--- config.mk ---
export PLATFORM = sky130hd
export DESIGN_NAME = axi_burst_addr_gen
export DESIGN_NICKNAME = d
export VERILOG_FILES = /design/src/rtl/axi_pack.sv /design/src/rtl/axi_beat_strb.sv /design/src/rtl/axi_burst_addr_gen.sv
export SDC_FILE = /design/constraint.sdc
export NUM_CORES = 1
export LEC_CHECK = 0
export CAP_MARGIN = 0
export CORE_ASPECT_RATIO = 0.75
export CORE_UTILIZATION = 61
export DETAILED_ROUTE_END_ITERATION = 12
export PLACE_DENSITY = 0.83
export RECOVER_POWER = 25
export SLEW_MARGIN = 20
export SYNTH_ARGS = -nofsm -noshare
export SYNTH_HDL_FRONTEND = slang
export SYNTH_HIERARCHICAL = 1
export SYNTH_SLANG_ARGS = --single-unit
--- constraint.sdc ---
create_clock -name clk -period 7.15 [get_ports clk]
set_input_delay 1.43 -clock clk [delete_from_list [all_inputs] [get_ports clk]]
set_output_delay 1.43 -clock clk [all_outputs]
set_load 0.01 [all_outputs]
--- src/rtl/axi_pack.sv ---
// Shared AXI transaction types and helpers for the address-channel front end.
package axi_pack;

    typedef logic [7:0] len_t;
    typedef logic [2:0] size_t;
    typedef logic [1:0] burst_t;

    localparam burst_t BURST_FIXED = 2'b00;
    localparam burst_t BURST_INCR  = 2'b01;
    localparam burst_t BURST_WRAP  = 2'b10;

    localparam int PAGE_BITS = 12;

    typedef enum logic [1:0] {
        ST_IDLE,
        ST_BURST,
        ST_ERR
    } gen_state_t;

    // WRAP bursts are restricted to 2, 4, 8 or 16 beats.
    function automatic logic wrap_len_legal(input len_t len);
        return (len == 8'd1) || (len == 8'd3) || (len == 8'd7) || (len == 8'd15);
    endfunction

endpackage

--- src/rtl/axi_beat_strb.sv ---
// Byte-lane strobe for one beat: lanes from the address offset up to the end
// of the size-aligned container.
module axi_beat_strb
    import axi_pack::*;
#(
    parameter int ADDR_W = 32,
    parameter int DATA_W = 64
) (
    input  logic [ADDR_W-1:0]   i_addr,
    input  size_t               i_size,
    output logic [DATA_W/8-1:0] o_strb
);

    localparam int NB = DATA_W / 8;

    logic [ADDR_W-1:0] w_s;
    logic [ADDR_W-1:0] w_off;
    logic [ADDR_W-1:0] w_end;

    always_comb begin
        w_s   = ADDR_W'(1) << i_size;
        w_off = i_addr & ADDR_W'(NB - 1);
        w_end = (w_off & ~(w_s - ADDR_W'(1))) + w_s;
        for (int i = 0; i < NB; i++) begin
            o_strb[i] = (ADDR_W'(i) >= w_off) && (ADDR_W'(i) < w_end);
        end
    end

endmodule

--- src/rtl/axi_burst_addr_gen.sv ---
// Expands one AXI AW/AR command into a registered per-beat address/strobe stream,
// rejecting protocol-violating commands with a one-cycle error pulse.
module axi_burst_addr_gen
    import axi_pack::*;
#(
    parameter int ADDR_W = 32,
    parameter int DATA_W = 64,
    parameter int ID_W   = 4
) (
    input  logic                clk,
    input  logic                rst,
    input  logic                cmd_valid_i,
    output logic                cmd_ready_o,
    input  logic [ADDR_W-1:0]   cmd_addr_i,
    input  len_t                cmd_len_i,
    input  size_t               cmd_size_i,
    input  burst_t              cmd_burst_i,
    input  logic [ID_W-1:0]     cmd_id_i,
    output logic                beat_valid_o,
    input  logic                beat_ready_i,
    output logic [ADDR_W-1:0]   beat_addr_o,
    output logic [DATA_W/8-1:0] beat_strb_o,
    output len_t                beat_idx_o,
    output logic                beat_last_o,
    output logic [ID_W-1:0]     beat_id_o,
    output logic                err_o,
    output logic [ID_W-1:0]     err_id_o
);

    localparam int NB     = DATA_W / 8;
    localparam int NB_LOG = $clog2(NB);
    localparam logic [ADDR_W-1:0] ONE = ADDR_W'(1);

    gen_state_t        r_state;
    logic              r_beat_valid;
    logic              r_last;
    logic              r_err;
    logic [ADDR_W-1:0] r_addr;
    logic [ADDR_W-1:0] r_base;
    logic [NB-1:0]     r_strb;
    len_t              r_idx;
    len_t              r_len;
    size_t             r_size;
    burst_t            r_burst;
    logic [ID_W-1:0]   r_id;
    logic [ID_W-1:0]   r_err_id;

    logic [ADDR_W-1:0] w_cmd_s;
    logic [ADDR_W-1:0] w_cmd_aligned;
    logic [ADDR_W-1:0] w_cmd_span;
    logic [ADDR_W-1:0] w_cmd_last_byte;
    logic [ADDR_W-1:0] w_cmd_wrap_lower;
    logic              w_cmd_legal;
    logic              w_cmd_ready;
    logic              w_cmd_accept;
    logic              w_beat_hs;

    always_comb begin
        w_cmd_s          = ONE << cmd_size_i;
        w_cmd_aligned    = cmd_addr_i & ~(w_cmd_s - ONE);
        w_cmd_span       = (ADDR_W'(cmd_len_i) + ONE) << cmd_size_i;
        w_cmd_last_byte  = w_cmd_aligned + w_cmd_span - ONE;
        w_cmd_wrap_lower = cmd_addr_i & ~(w_cmd_span - ONE);

        w_cmd_legal = 1'b1;
        if (cmd_burst_i == 2'b11) w_cmd_legal = 1'b0;
        if (int'(cmd_size_i) > NB_LOG) w_cmd_legal = 1'b0;
        if (cmd_burst_i == BURST_WRAP &&
            (!wrap_len_legal(cmd_len_i) || (cmd_addr_i & (w_cmd_s - ONE)) != '0))
            w_cmd_legal = 1'b0;
        if (cmd_burst_i == BURST_INCR &&
            w_cmd_last_byte[ADDR_W-1:PAGE_BITS] != cmd_addr_i[ADDR_W-1:PAGE_BITS])
            w_cmd_legal = 1'b0;
    end

    assign w_beat_hs    = r_beat_valid && beat_ready_i;
    assign w_cmd_ready  = (r_state == ST_IDLE) || (r_state == ST_BURST && w_beat_hs && r_last);
    assign w_cmd_accept = cmd_valid_i && w_cmd_ready;

    // r_base holds the aligned start for INCR and the wrap boundary for WRAP.
    logic [ADDR_W-1:0] w_step_s;
    logic [ADDR_W-1:0] w_span;
    logic [ADDR_W-1:0] w_wrap_inc;
    logic [ADDR_W-1:0] w_next_addr;
    logic [ADDR_W-1:0] w_sel_addr;
    len_t              w_idx_nxt;
    size_t             w_sel_size;
    logic [NB-1:0]     w_strb_nxt;

    always_comb begin
        w_step_s   = ONE << r_size;
        w_span     = (ADDR_W'(r_len) + ONE) << r_size;
        w_idx_nxt  = r_idx + len_t'(1);
        w_wrap_inc = r_addr + w_step_s;
        case (r_burst)
            BURST_INCR: w_next_addr = r_base + (ADDR_W'(w_idx_nxt) << r_size);
            BURST_WRAP: w_next_addr = (w_wrap_inc == r_base + w_span) ? r_base : w_wrap_inc;
            default:    w_next_addr = r_addr;
        endcase
        w_sel_addr = w_cmd_accept ? cmd_addr_i : w_next_addr;
        w_sel_size = w_cmd_accept ? cmd_size_i : r_size;
    end

    axi_beat_strb #(
        .ADDR_W (ADDR_W),
        .DATA_W (DATA_W)
    ) u_strb (
        .i_addr (w_sel_addr),
        .i_size (w_sel_size),
        .o_strb (w_strb_nxt)
    );

    always_ff @(posedge clk) begin
        if (rst) begin
            r_state      <= ST_IDLE;
            r_beat_valid <= 1'b0;
            r_last       <= 1'b0;
            r_err        <= 1'b0;
            r_addr       <= '0;
            r_base       <= '0;
            r_strb       <= '0;
            r_idx        <= '0;
            r_len        <= '0;
            r_size       <= '0;
            r_burst      <= BURST_FIXED;
            r_id         <= '0;
            r_err_id     <= '0;
        end else begin
            r_err <= 1'b0;
            if (w_cmd_accept) begin
                if (w_cmd_legal) begin
                    r_state      <= ST_BURST;
                    r_beat_valid <= 1'b1;
                    r_addr       <= cmd_addr_i;
                    r_base       <= (cmd_burst_i == BURST_WRAP) ? w_cmd_wrap_lower : w_cmd_aligned;
                    r_strb       <= w_strb_nxt;
                    r_idx        <= '0;
                    r_last       <= (cmd_len_i == '0);
                    r_len        <= cmd_len_i;
                    r_size       <= cmd_size_i;
                    r_burst      <= cmd_burst_i;
                    r_id         <= cmd_id_i;
                end else begin
                    r_state      <= ST_ERR;
                    r_beat_valid <= 1'b0;
                    r_err        <= 1'b1;
                    r_err_id     <= cmd_id_i;
                end
            end else if (r_state == ST_BURST && w_beat_hs) begin
                if (r_last) begin
                    r_state      <= ST_IDLE;
                    r_beat_valid <= 1'b0;
                end else begin
                    r_addr <= w_next_addr;
                    r_strb <= w_strb_nxt;
                    r_idx  <= w_idx_nxt;
                    r_last <= (w_idx_nxt == r_len);
                end
            end else if (r_state == ST_ERR) begin
                r_state <= ST_IDLE;
            end
        end
    end

    assign cmd_ready_o  = w_cmd_ready;
    assign beat_valid_o = r_beat_valid;
    assign beat_addr_o  = r_addr;
    assign beat_strb_o  = r_strb;
    assign beat_idx_o   = r_idx;
    assign beat_last_o  = r_last;
    assign beat_id_o    = r_id;
    assign err_o        = r_err;
    assign err_id_o     = r_err_id;

endmodule

# == Word-level counts from Yosys, hierarchy flattened ==
# Index checks and enable logic that the tools add are counted.
# totals
reg_bits,106
input_bits,53
out_inout_bits,60
wordCells,142
# classes
addsub,12
n_lt_le_gt_ge,17
eq_ne,17
shift,6
n_mux,35
bitwise_logic,9
n_reduce_logical,33
# op_table
op,count
$mux W32,6
$add A32 B32 Y32,5
$lt A3 B32 Y1 const A,4
$sub A32 B1 Y32 const B,4
$and A32 B32 Y32,3
$not A32 Y32,3
$shl A1 B3 Y32 const A,3
$lt A1 B32 Y1 const A,2
$lt A2 B32 Y1 const A,2
$mux W8,8
$pmux W32 S2,1
$shl A9 B3 Y32,2
$and A3 B32 Y32,1
$eq A32 B32 Y1,1
$reduce_bool A32 Y1,1
$shl A8 B3 Y32,1
$ne A20 B20 Y1,1
$add A8 B1 Y9 const B,2
$logic_and A1 B1 Y1,14
$mux W1,13
$ge A3 B3 Y1 const A,4
$mux W2,5
$reduce_and A2 Y1,5
$add A8 B1 Y8 const B,1
other kinds (23),37

# == Longest topological paths before layout ==
# Gate-level depths: netlist of the first run.
# depth
depth_word,16
depth_mapped,32
depth_no_buf,29

# == Cells and area by module ==
# The synthesis of the first run kept the hierarchy.
# modules_own_cells
mod,n_inst,cells_each,area_each_um2,seq_area_each_um2
axi_burst_addr_gen,1,1934,13603.0,2122.0
axi_beat_strb,1,46,344.1,0.0

# == Worst setup path before layout of the first run ==
# No wires, ideal clock.
# synth_timing
path_type,input -> register
startpoint,in cmd_len_i[2]
endpoint,reg r_last (netlist: beat_last_o)
setup_ns,0.116
arrival_time_ns,6.506
required_time_ns,7.034
setup_slack_ns,0.528
stages,21
cell_sequence,clkbuf_1 > nand4_1 > or3_1 > and2_1 > mux4_2 > mux2i_1 > inv_1 > ha_1 > inv_1 > ha_1 > o211ai_1 > or4_1 > and2_1 > a22oi_2 > mux2i_1 > or4_4 > o41ai_4 > nand2_2 > buf_2 > a311o_1 > o211a_1
# synth_between
elab_chain_cells,11
# synth_rtl
item,line_no,text
from (decl),axi_burst_addr_gen.sv:15,"input len_t cmd_len_i,"
"parallel branches: the longest is 11 deep, another holds $add A32 B32 Y32",-,
to (signal assigned),axi_burst_addr_gen.sv:138,r_last <= (cmd_len_i == '0);
to (signal assigned),axi_burst_addr_gen.sv:157,r_last <= (w_idx_nxt == r_len);
to (decl),axi_burst_addr_gen.sv:36,logic r_last;
# Parallel ways; which one is timed is not known. The select of a mux whose other input is x is not followed.
# A chain may end at the register's enable or synchronous reset.

# == Worst setup path after layout of the first run ==
# layout_timing
startpoint,in cmd_size_i[0]
endpoint,reg r_addr[27] (netlist: beat_addr_o[27])
# layout_between
elab_chain_cells,11
# layout_rtl
item,line_no,text
from (decl),axi_burst_addr_gen.sv:16,"input size_t cmd_size_i,"
$shl A1 B3 Y32,axi_burst_addr_gen.sv:59,w_cmd_s = ONE << cmd_size_i;
$sub A32 B1 Y32,"axi_burst_addr_gen.sv:60, axi_burst_addr_gen.sv:69",
$not A32 Y32,axi_burst_addr_gen.sv:60,w_cmd_aligned = cmd_addr_i & ~(w_cmd_s - ONE);
$and A32 B32 Y32,axi_burst_addr_gen.sv:60,
$add A32 B32 Y32,axi_burst_addr_gen.sv:62,w_cmd_last_byte = w_cmd_aligned + w_cmd_span - ONE;
$sub A32 B1 Y32,axi_burst_addr_gen.sv:62,
$ne A20 B20 Y1,axi_burst_addr_gen.sv:72,w_cmd_last_byte[ADDR_W-1:PAGE_BITS] != cmd_addr_i[ADDR_W-1:PAGE_BITS])
$logic_and A1 B1 Y1,axi_burst_addr_gen.sv:71,if (cmd_burst_i == BURST_INCR &&
$mux W1 (*),axi_burst_addr_gen.sv:71,
$ne A2 B2 Y1 (no line) (*),-,
$reduce_and A3 Y1 (no line) (*),-,
to (signal assigned),axi_burst_addr_gen.sv:134,r_addr <= cmd_addr_i;
to (signal assigned),axi_burst_addr_gen.sv:154,r_addr <= w_next_addr;
to (decl),axi_burst_addr_gen.sv:38,logic [ADDR_W-1:0] r_addr;
# Mark *: on every way between the ends. The rest lies on a longest branch, timed or not.

==> flow_summary.yaml, run 1 <==
sta:
  timing.setup.tns_ns: 0
  setup_violations: 0
  hold_violations: 0
  rsz0062_at_grt: "no"
  timing.final.ws_setup_ns: 0.226
  slew_viol_final: 0
  fin_crit_sh_pct: 96.8
  tightest_slew_ns: 1.13
  period_needed_ns: 6.92
  hold_slack_ns: 0.493
  fin_skew_ns: 0.0246
  maxSlewHeadroom_pct: 23.9
  max_freq_mhz: 144
worst_hold_path:
  hp-class: "flip-flop to flip-flop"
  whs_path_depth: 2
placed_design:
  globalplace.congestion: 1.05
  post-place-ws_ns: -0.139
  portBuffers: 112
  dp_hpwl_um: 40400
  dpl_cell_area_mm2: 0.0155
detailed_routing:
  drt_wl_total_um: 51900
  wl_per_cell_um: 22.3
  postRouteAntennaNets: 0
  vias: 16013
  drt_pass1_iterations: 8
  vias_per_cell: 6.88
  first_iter_violations: 2477
  drcViolationCount: 0
setup_path:
  cp-end-kind: "flip-flop"
  r2r_cells: 28
  path_class: "input port to flip-flop"
  crit_fanout: 18
  worstPathRequired_ns: 7.44
  crit_path_start_kind: "input port"
  cp.arrival_ns: 7.21
layout:
  finalInstanceArea_mm2: 0.0158
  area_growth_pct: 13.8
  utilization_pct: 71.2
  drive_gt1_share_pct: 7.38
  fin_nets: 2178
  final_cell_mix: "nand2_1, a21oi_1, nor2_1"
  diodes: 0
  final_common_cell: "nand2_1"
job:
  drv_cap: 0
clock_network:
  htreeDepth: 3
  clkTransAtPathRegs_ns: 0.09
  cts_tree: "built"
  clock_path_buffers: 2
  hold_buffers: 0
  clkLatencyLatePin_ns: 0.38
  cts_buffers: 9
  cts.sinks: 106
  clockRootBuffer: "clkbuf_16"
pwr:
  peakVddDrop_mv: 0.140
  p_per_area_mw_per_mm2: 140
  p_leak_nw: 6.60
floorplanning:
  dieArea_mm2: 0.0234
  coreArea_mm2: 0.0222
  ios: 113
  die_w_um: 176
  die_y_um: 133
  rows: 47
  initial_core_util_pct: 62.6
synthesis:
  syn-cell-area_mm2: 0.0139
  synth_area_per_cell_um2: 7.07
  syn_nets: 2112
  synth_cells: 1962
  ys.warnings.count: 6
grt:
  use_met1_pct: 63.5
  gr-total-overflow: 0
  use_met2_pct: 58.7
  grt_max_degree: 88
  grt_pass1_vias: 14293
  antenna_found_initial: 0
  grt_use_total_pct: 43.3
  use_met3_pct: 15.2
  busiest_layer: "met1"
  grt_pass1_wl_um: 79300
status:
  status: "finished clean"
registers in the layout, summed over array words and instances (netlist names):
signal and cells:
err_o 1, r_size 3, beat_valid_o 1, beat_idx_o 8, r_burst 2, r_len 8
r_base 32, beat_addr_o 32, beat_strb_o 8, beat_id_o 4, beat_last_o 1, r_state 2
err_id_o 4
worst max-delay path: stages:
cell	delay (ns)
clkdlybuf4s50_1	0.77
clkinv_1	0.30
nor2_1	0.25
inv_1	0.11
ha_1	0.30
nand2b_1	0.23
inv_1	0.09
ha_1	0.31
a21oi_2	0.23
o21ai_1	0.13
o311ai_0	0.51
nand4_1	0.13
or4_1	0.54
nor4_1	0.30
nand4_1	0.25
buf_4	0.22
nor4_4	0.31
buf_4	0.32
o21ai_0	0.15
o32ai_1	0.32
worst paths after layout:
check                 from         endpoint  slack, ns
min          beat_idx_o[7]    beat_idx_o[7]       0.49
max reg2reg       r_len[0]   beat_strb_o[1]       0.30
min reg2reg  beat_idx_o[7]    beat_idx_o[7]       0.49
max          cmd_size_i[0]  beat_addr_o[27]       0.23
where the power goes:
part           internal (W)  switching [W]  leakage [nW]
Combinational      0.000408       0.000590          5.59
Clock              0.000254       0.000266         0.140
Sequential         0.000624      0.0000701         0.864
Total               0.00129       0.000926          6.60
layout make-up:
type	instances	area (um^2)
repair buffers	194	1770
inverters	112	424
clock inverters	6	60.1
multi-input cells	1605	10800
well taps	294	368
clock buffers	10	239
fillers	1879	6390
flip-flops and latches	106	2120
per-layer routing:
layer / vias to the layer above / share of wire, %
li1: 7281 / -
met1: 7370 / 42
met2: 1215 / 40
met3: 147 / 16
met4: 0 / 2.4
met5: - / 0
per-stage QoR:
| step | power (W) | cells |
|---|---|---|
| floorplan | 0.00132 | 1962 |
| global placement | 0.00165 | 2310 |
| detailed placement | 0.00166 | 2310 |
| CTS | 0.00217 | 2326 |
| global route | 0.00230 | 2327 |
| finish | 0.00221 | 2327 |
repair_timing:
action / in CTS / in global routing
resized for setup: 0 / 6
endpoints found under the setup margin: 0 / 50
setup buffers: 0 / 1
No activity file was read; power rests on OpenSTA's default activity.
==> run 2, diff against run 1 <==
- CORE_ASPECT_RATIO: 0.75 -> unset
- CORE_UTILIZATION: 61 -> 40
- PLACE_DENSITY: 0.83 -> unset
==> run 2 against run 1 <==
Effect of this change: highest routed layer unchanged; hold slack better by 0.00084 ns; worst setup slack better by 0.16 ns; largest power group unchanged; register-to-register slack better by 0.18 ns; routed wire length grew 3.8%; sequential power hardly changed; critical path depth increased by 2; fmax up 2.4%; non-clock buffer count grew 48; clock skew is 0.013 ns lower; count of clock-buffer cells in the layout fell by 1; core utilization is 23 points lower; via count down 3.6%.
==> flow_summary.yaml, run 2 (synthesized netlist as in run 1, its figures left out) <==
sta:
  hold_violations: 0
  max_freq_mhz: 148
  timing.final.ws_setup_ns: 0.387
  maxSlewHeadroom_pct: 31.4
  rsz0062_at_grt: "no"
  period_needed_ns: 6.76
  fin_crit_sh_pct: 94.6
  fin_skew_ns: 0.0116
  tightest_slew_ns: 1.03
  slew_viol_final: 0
  timing.setup.tns_ns: 0
  setup_violations: 0
grt:
  grt_use_total_pct: 30.1
  gr-total-overflow: 0
  grt_max_degree: 53
  antenna_found_initial: 0
  grt_pass1_wl_um: 84100
  grt_pass1_vias: 14640
placed_design:
  portBuffers: 112
  dpl_cell_area_mm2: 0.0160
  dp_hpwl_um: 42300
  dp.cells: 2513
  globalplace.congestion: 0.984
  post-place-ws_ns: -0.0730
clock_network:
  clock_path_buffers: 2
  clkLatencyLatePin_ns: 0.38
  cts_resized: 0
  cts.sinks: 106
  post-cts-setup-buffers: 0
  hold_buffers: 0
  clockRootBuffer: "clkbuf_16"
  clkTransAtPathRegs_ns: 0.08
  cts_tree: "built"
  htreeDepth: 3
  cts_buffers: 9
worst_hold_path:
  hp-start: "beat_idx_o[7]"
  hp-class: "flip-flop to flip-flop"
  whs_path_depth: 2
  hold_path_end: "beat_idx_o[7]"
floorplanning:
  coreArea_mm2: 0.0338
  initial_core_util_pct: 41.1
  dieArea_mm2: 0.0354
  die_y_um: 188
  die_w_um: 188
  ios: 113
  rows: 67
setup_path:
  crit_path_start_kind: "input port"
  critPathMaxStageDelay_ns: 0.59
  cp.arrival_ns: 7.06
  path_class: "input port to flip-flop"
  worstReg2RegStart: "r_len[2]"
  cp-end-kind: "flip-flop"
  reg2reg_to: "beat_strb_o[0]"
  worstPathRequired_ns: 7.45
  path_cells: "clkdlybuf4s50_1 -> ha_2 -> xor2_1 -> nor2_1 -> a211oi_1 -> a21oi_1 -> or2_2 -> ha_1 -> inv_1 -> ha_1 -> nor3b_2 -> a31oi_1 -> or4_1 -> and2_1 -> a22oi_2 -> mux2i_1 -> or4_4 -> o41ai_4 -> nand2_2 -> buf_4 -> buf_4 -> a21oi_1"
  crit_fanout: 19
  r2r_slack_ns: 0.48
  r2r_cells: 29
  startpoint: "cmd_len_i[1]"
  slowest_stage: "or4_1"
layout:
  fin_nets: 2226
  multi_input_area_mm2: 0.0108
  final_common_cell: "nand2_1"
  fillers: 3455
  area_growth_pct: 18.1
  fin_cells: 2528
  drive_gt1_share_pct: 9.57
  diodes: 0
  finalInstanceArea_mm2: 0.0164
  final_cell_mix: "nand2_1, a21oi_1, nor2_1"
  seq_area_mm2: 0.00212
detailed_routing:
  vias_per_cell: 6.11
  drcViolationCount: 0
  first_iter_violations: 1211
  top_layer_used: "met4"
  wl_per_cell_um: 21.3
  wl_met3_um: 3330
  drt_pass1_iterations: 6
  vias: 15435
  drt_wl_total_um: 53900
  routed-wl-met2_um: 24500
  postRouteAntennaNets: 0
  drt-met1-wl_um: 23500
job:
  drv_cap: 0
pwr:
  clkPwrFrac_pct: 25.3
  swShare_pct: 40.1
  p_total_w: 0.00229
  p_int_w: 0.00137
  peakVddDrop_mv: 0.115
  p_switching_w: 0.000919
  p_comb_share_pct: 44.5
  p_seq_share_pct: 30.2
  p_per_area_mw_per_mm2: 140
  p_leak_nw: 6.86
status:
  status: "finished clean"
[run 2: cell types whose count changed in the layout (fill, tap and decap cells not counted), moves of 2 or more]
cell        delta
bufinv_16      +2
buf_4         +46
clkinvlp_4     -3
a21oi_1        -2
a21oi_2        +2
[run 2: worst max-delay path: cells and delay by family]
kind / cells / cell delay, ns
adders and majority gates: 3 / 0.81
buffers and inverters: 4 / 1.04
AOI/OAI and AO/OA: 6 / 1.24
xor gates and xnor gates: 1 / 0.29
muxes: 1 / 0.10
and+or+nand+nor: 7 / 2.15
[run 2: metal layers]
metal  vias up  GRT usage, %
met5         -             0
li1       7364             -
met2       606          49.3
met1      7322          39.0
met4         0          14.3
met3       143          4.06
[run 2: worst max path at each step]
stage | cells after the start | to | slack [ns]
2_1_floorplan | 21 | beat_last_o | 0.53
3_3_place_gp | 22 | r_len[0] | 0.04
3_5_place_dp | 21 | beat_valid_o | -0.07
4_1_cts | 21 | beat_valid_o | 0.30
5_1_grt | 28 | beat_strb_o[0] | 0.03
6_report | 22 | beat_valid_o | 0.39
[run 2: area by class of cell]
| type | instances | share of cell area (%) |
|---|---|---|
| Clock buffer | 9 | 1.37 |
| Clock inverter | 6 | 0.588 |
| Sequential cell | 106 | 13.0 |
| Tap cell | 448 | 3.42 |
| Timing Repair Buffer | 242 | 13.1 |
| Multi-Input combinational cell | 1605 | 66.0 |
| Inverter | 112 | 2.57 |
[run 2: stage by stage]
| stage | util, % | hold WS [ns] |
|---|---|---|
| 2_1_floorplan | - | 0.445 |
| 3_3_place_gp | 47.5 | 0.477 |
| 3_5_place_dp | 47.5 | 0.485 |
| 4_1_cts | 48.4 | 0.503 |
| 5_1_grt | 48.5 | 0.519 |
| 6_report | 48.5 | 0.494 |
[run 2: power by group through the flow]
stage / Clock [W] / Combinational (W) / Sequential (W)
finish: 0.000580 / 0.00102 / 0.000692
floorplan: 0 / 0.000643 / 0.000677
global route: 0.000606 / 0.00112 / 0.000695
global placement: 0 / 0.00100 / 0.000703
detailed placement: 0 / 0.00101 / 0.000704
CTS: 0.000586 / 0.00101 / 0.000690
==> run 3, diff against run 2 <==
- GPL_TIMING_DRIVEN: unset -> 0
==> run 3 against run 2 <==
Effect of this change: via count up 3.1%; hold slack gained 0.0029 ns; first-iteration DRC count increased by 17%; clock power barely moved; final cell count is 0.71% higher; sequential power shrank 2%; critical path type unchanged.
==> flow_summary.yaml, run 3 (synthesized netlist as in run 1, its figures left out) <==
status:
  status: "finished clean"
sta:
  hold_violations: 0
  slew_viol_final: 0
  fin_skew_ns: 0.0153
  hold_slack_ns: 0.497
  period_needed_ns: 6.92
  tightest_slew_ns: 1.04
  fin_crit_sh_pct: 96.8
  setup_violations: 0
  max_freq_mhz: 144
  rsz0062_at_grt: "yes"
  maxSlewHeadroom_pct: 30.9
worst_hold_path:
  hold_path_end: "beat_strb_o[4]"
  whs_path_depth: 2
  hp-class: "flip-flop to flip-flop"
  hp-start: "beat_strb_o[4]"
setup_path:
  worstReg2RegStart: "r_len[3]"
  cp.arrival_ns: 7.20
  startpoint: "cmd_len_i[4]"
  r2r_slack_ns: 0.29
  path_class: "input port to flip-flop"
  worstPathRequired_ns: 7.43
  crit_fanout: 10
  reg2reg_to: "beat_strb_o[6]"
  crit_path_start_kind: "input port"
  r2r_cells: 28
  cp-end-kind: "flip-flop"
floorplanning:
  rows: 67
  die_w_um: 188
  ios: 113
  coreArea_mm2: 0.0338
  initial_core_util_pct: 41.1
  die_y_um: 188
  dieArea_mm2: 0.0354
clock_network:
  clock_path_buffers: 2
  clockRootBuffer: "clkbuf_16"
  clkTransAtPathRegs_ns: 0.08
  cts_buffers: 9
  cts_tree: "built"
  htreeDepth: 3
  cts.sinks: 106
  clkLatencyLatePin_ns: 0.38
  hold_buffers: 0
placed_design:
  dp_hpwl_um: 47900
  globalplace.congestion: 0.992
  portBuffers: 108
pwr:
  p_leak_nw: 6.64
  p_per_area_mw_per_mm2: 140
  p_total_w: 0.00231
  peakVddDrop_mv: 0.146
grt:
  grt_max_degree: 22
  antenna_found_initial: 1
  grt_pass1_vias: 15039
  grt_pass1_wl_um: 90700
  grt_use_total_pct: 33.3
  gr-total-overflow: 0
layout:
  final_cell_mix: "nand2_1, a21oi_1, nor2_1"
  final_common_cell: "nand2_1"
  area_growth_pct: 18.4
  drive_gt1_share_pct: 8.72
  fin_nets: 2243
  diodes: 0
detailed_routing:
  drt_wl_total_um: 60100
  drt_pass1_iterations: 8
  wl_per_cell_um: 23.6
  drcViolationCount: 0
  postRouteAntennaNets: 0
  vias: 15907
  first_iter_violations: 1421
  vias_per_cell: 6.25
job:
  drv_cap: 0
==> run 3: cell count changes in the layout (fill, tap and decap cells not counted), sizes merged <==
cell / before / now
clkdlybuf4s50: 70 / 62
clkinvlp: 0 / 1
clkbuf: 9 / 113
dlymetal6s2s: 0 / 3
bufinv: 2 / 1
buf: 131 / 49
inv: 113 / 112
clkinv: 3 / 5
==> run 3: critical path: stages <==
cell and delay (ns):
clkdlybuf4s50_1 0.52, inv_1 0.09, or3_1 0.40, and2_1 0.17
mux4_2 0.53, mux2i_4 0.20, inv_1 0.07, ha_1 0.29
inv_1 0.04, ha_1 0.33, o211ai_1 0.15, or4_1 0.60
and2_1 0.23, a22oi_2 0.19, mux2i_1 0.12, or4_4 0.57
o41ai_4 0.21, buf_4 0.21, nand2_2 0.07, clkbuf_4 0.24
a311o_1 0.37, o211a_1 0.13
==> run 3: final cells by class <==
type	count	area [um^2]
Inverter	112	422
Clock buffer	9	225
Timing Repair Buffer	130	1260
Buffer	129	581
Sequential cell	106	2140
Tap cell	448	561
Clock inverter	7	106
Fill cell	3461	17400
Multi-Input combinational cell	1605	11100
==> run 3: what timing repair did <==
| item | 4_1_cts | 5_1_grt |
|---|---|---|
| pin swaps | 6 | 10 |
| endpoints found under the setup margin | 106 | 105 |
| gates resized for setup | 59 | 90 |
| buffers inserted | 13 | 9 |
==> run 3: worst max-delay path by stage <==
stage	end	slack [ns]	cells past startpoint
floorplan	beat_last_o	0.53	21
global placement	beat_addr_o[9]	-1.82	23
detailed placement	beat_addr_o[9]	-1.85	23
CTS	beat_last_o	0.003	24
global route	beat_strb_o[6]	-0.08	28
finish	beat_last_o	0.23	22
==> run 3: where the power goes <==
| part | internal (W) | switching [W] | total [W] |
|---|---|---|---|
| logic | 0.000406 | 0.000644 | 0.00105 |
| registers | 0.000623 | 0.0000545 | 0.000677 |
| clock network | 0.000287 | 0.000292 | 0.000579 |
==> run 3: layer usage <==
layer	vias to the layer above	part of all wire, %	track usage [%]
met5	-	0	0
met4	0	5.1	14.9
met3	166	7.4	4.66
met2	782	44	52.8
met1	7553	43	44.8
li1	7406	-	-
==> run 3: metrics by stage <==
| stage | std cells | worst slack, ns | utilization, % | cell area, um^2 | TNS, ns |
|---|---|---|---|---|---|
| floorplan | 1962 | 0.528 | - | 13900 | 0 |
| global placement | 2518 | -1.82 | 45.9 | 15500 | -161.29 |
| detailed placement | 2518 | -1.85 | 45.9 | 15500 | -161.24 |
| CTS | 2541 | 0.00287 | 47.7 | 16100 | 0 |
| global route | 2546 | -0.0753 | 48.6 | 16400 | -0.265 |
| finish | 2546 | 0.227 | 48.6 | 16400 | 0 |
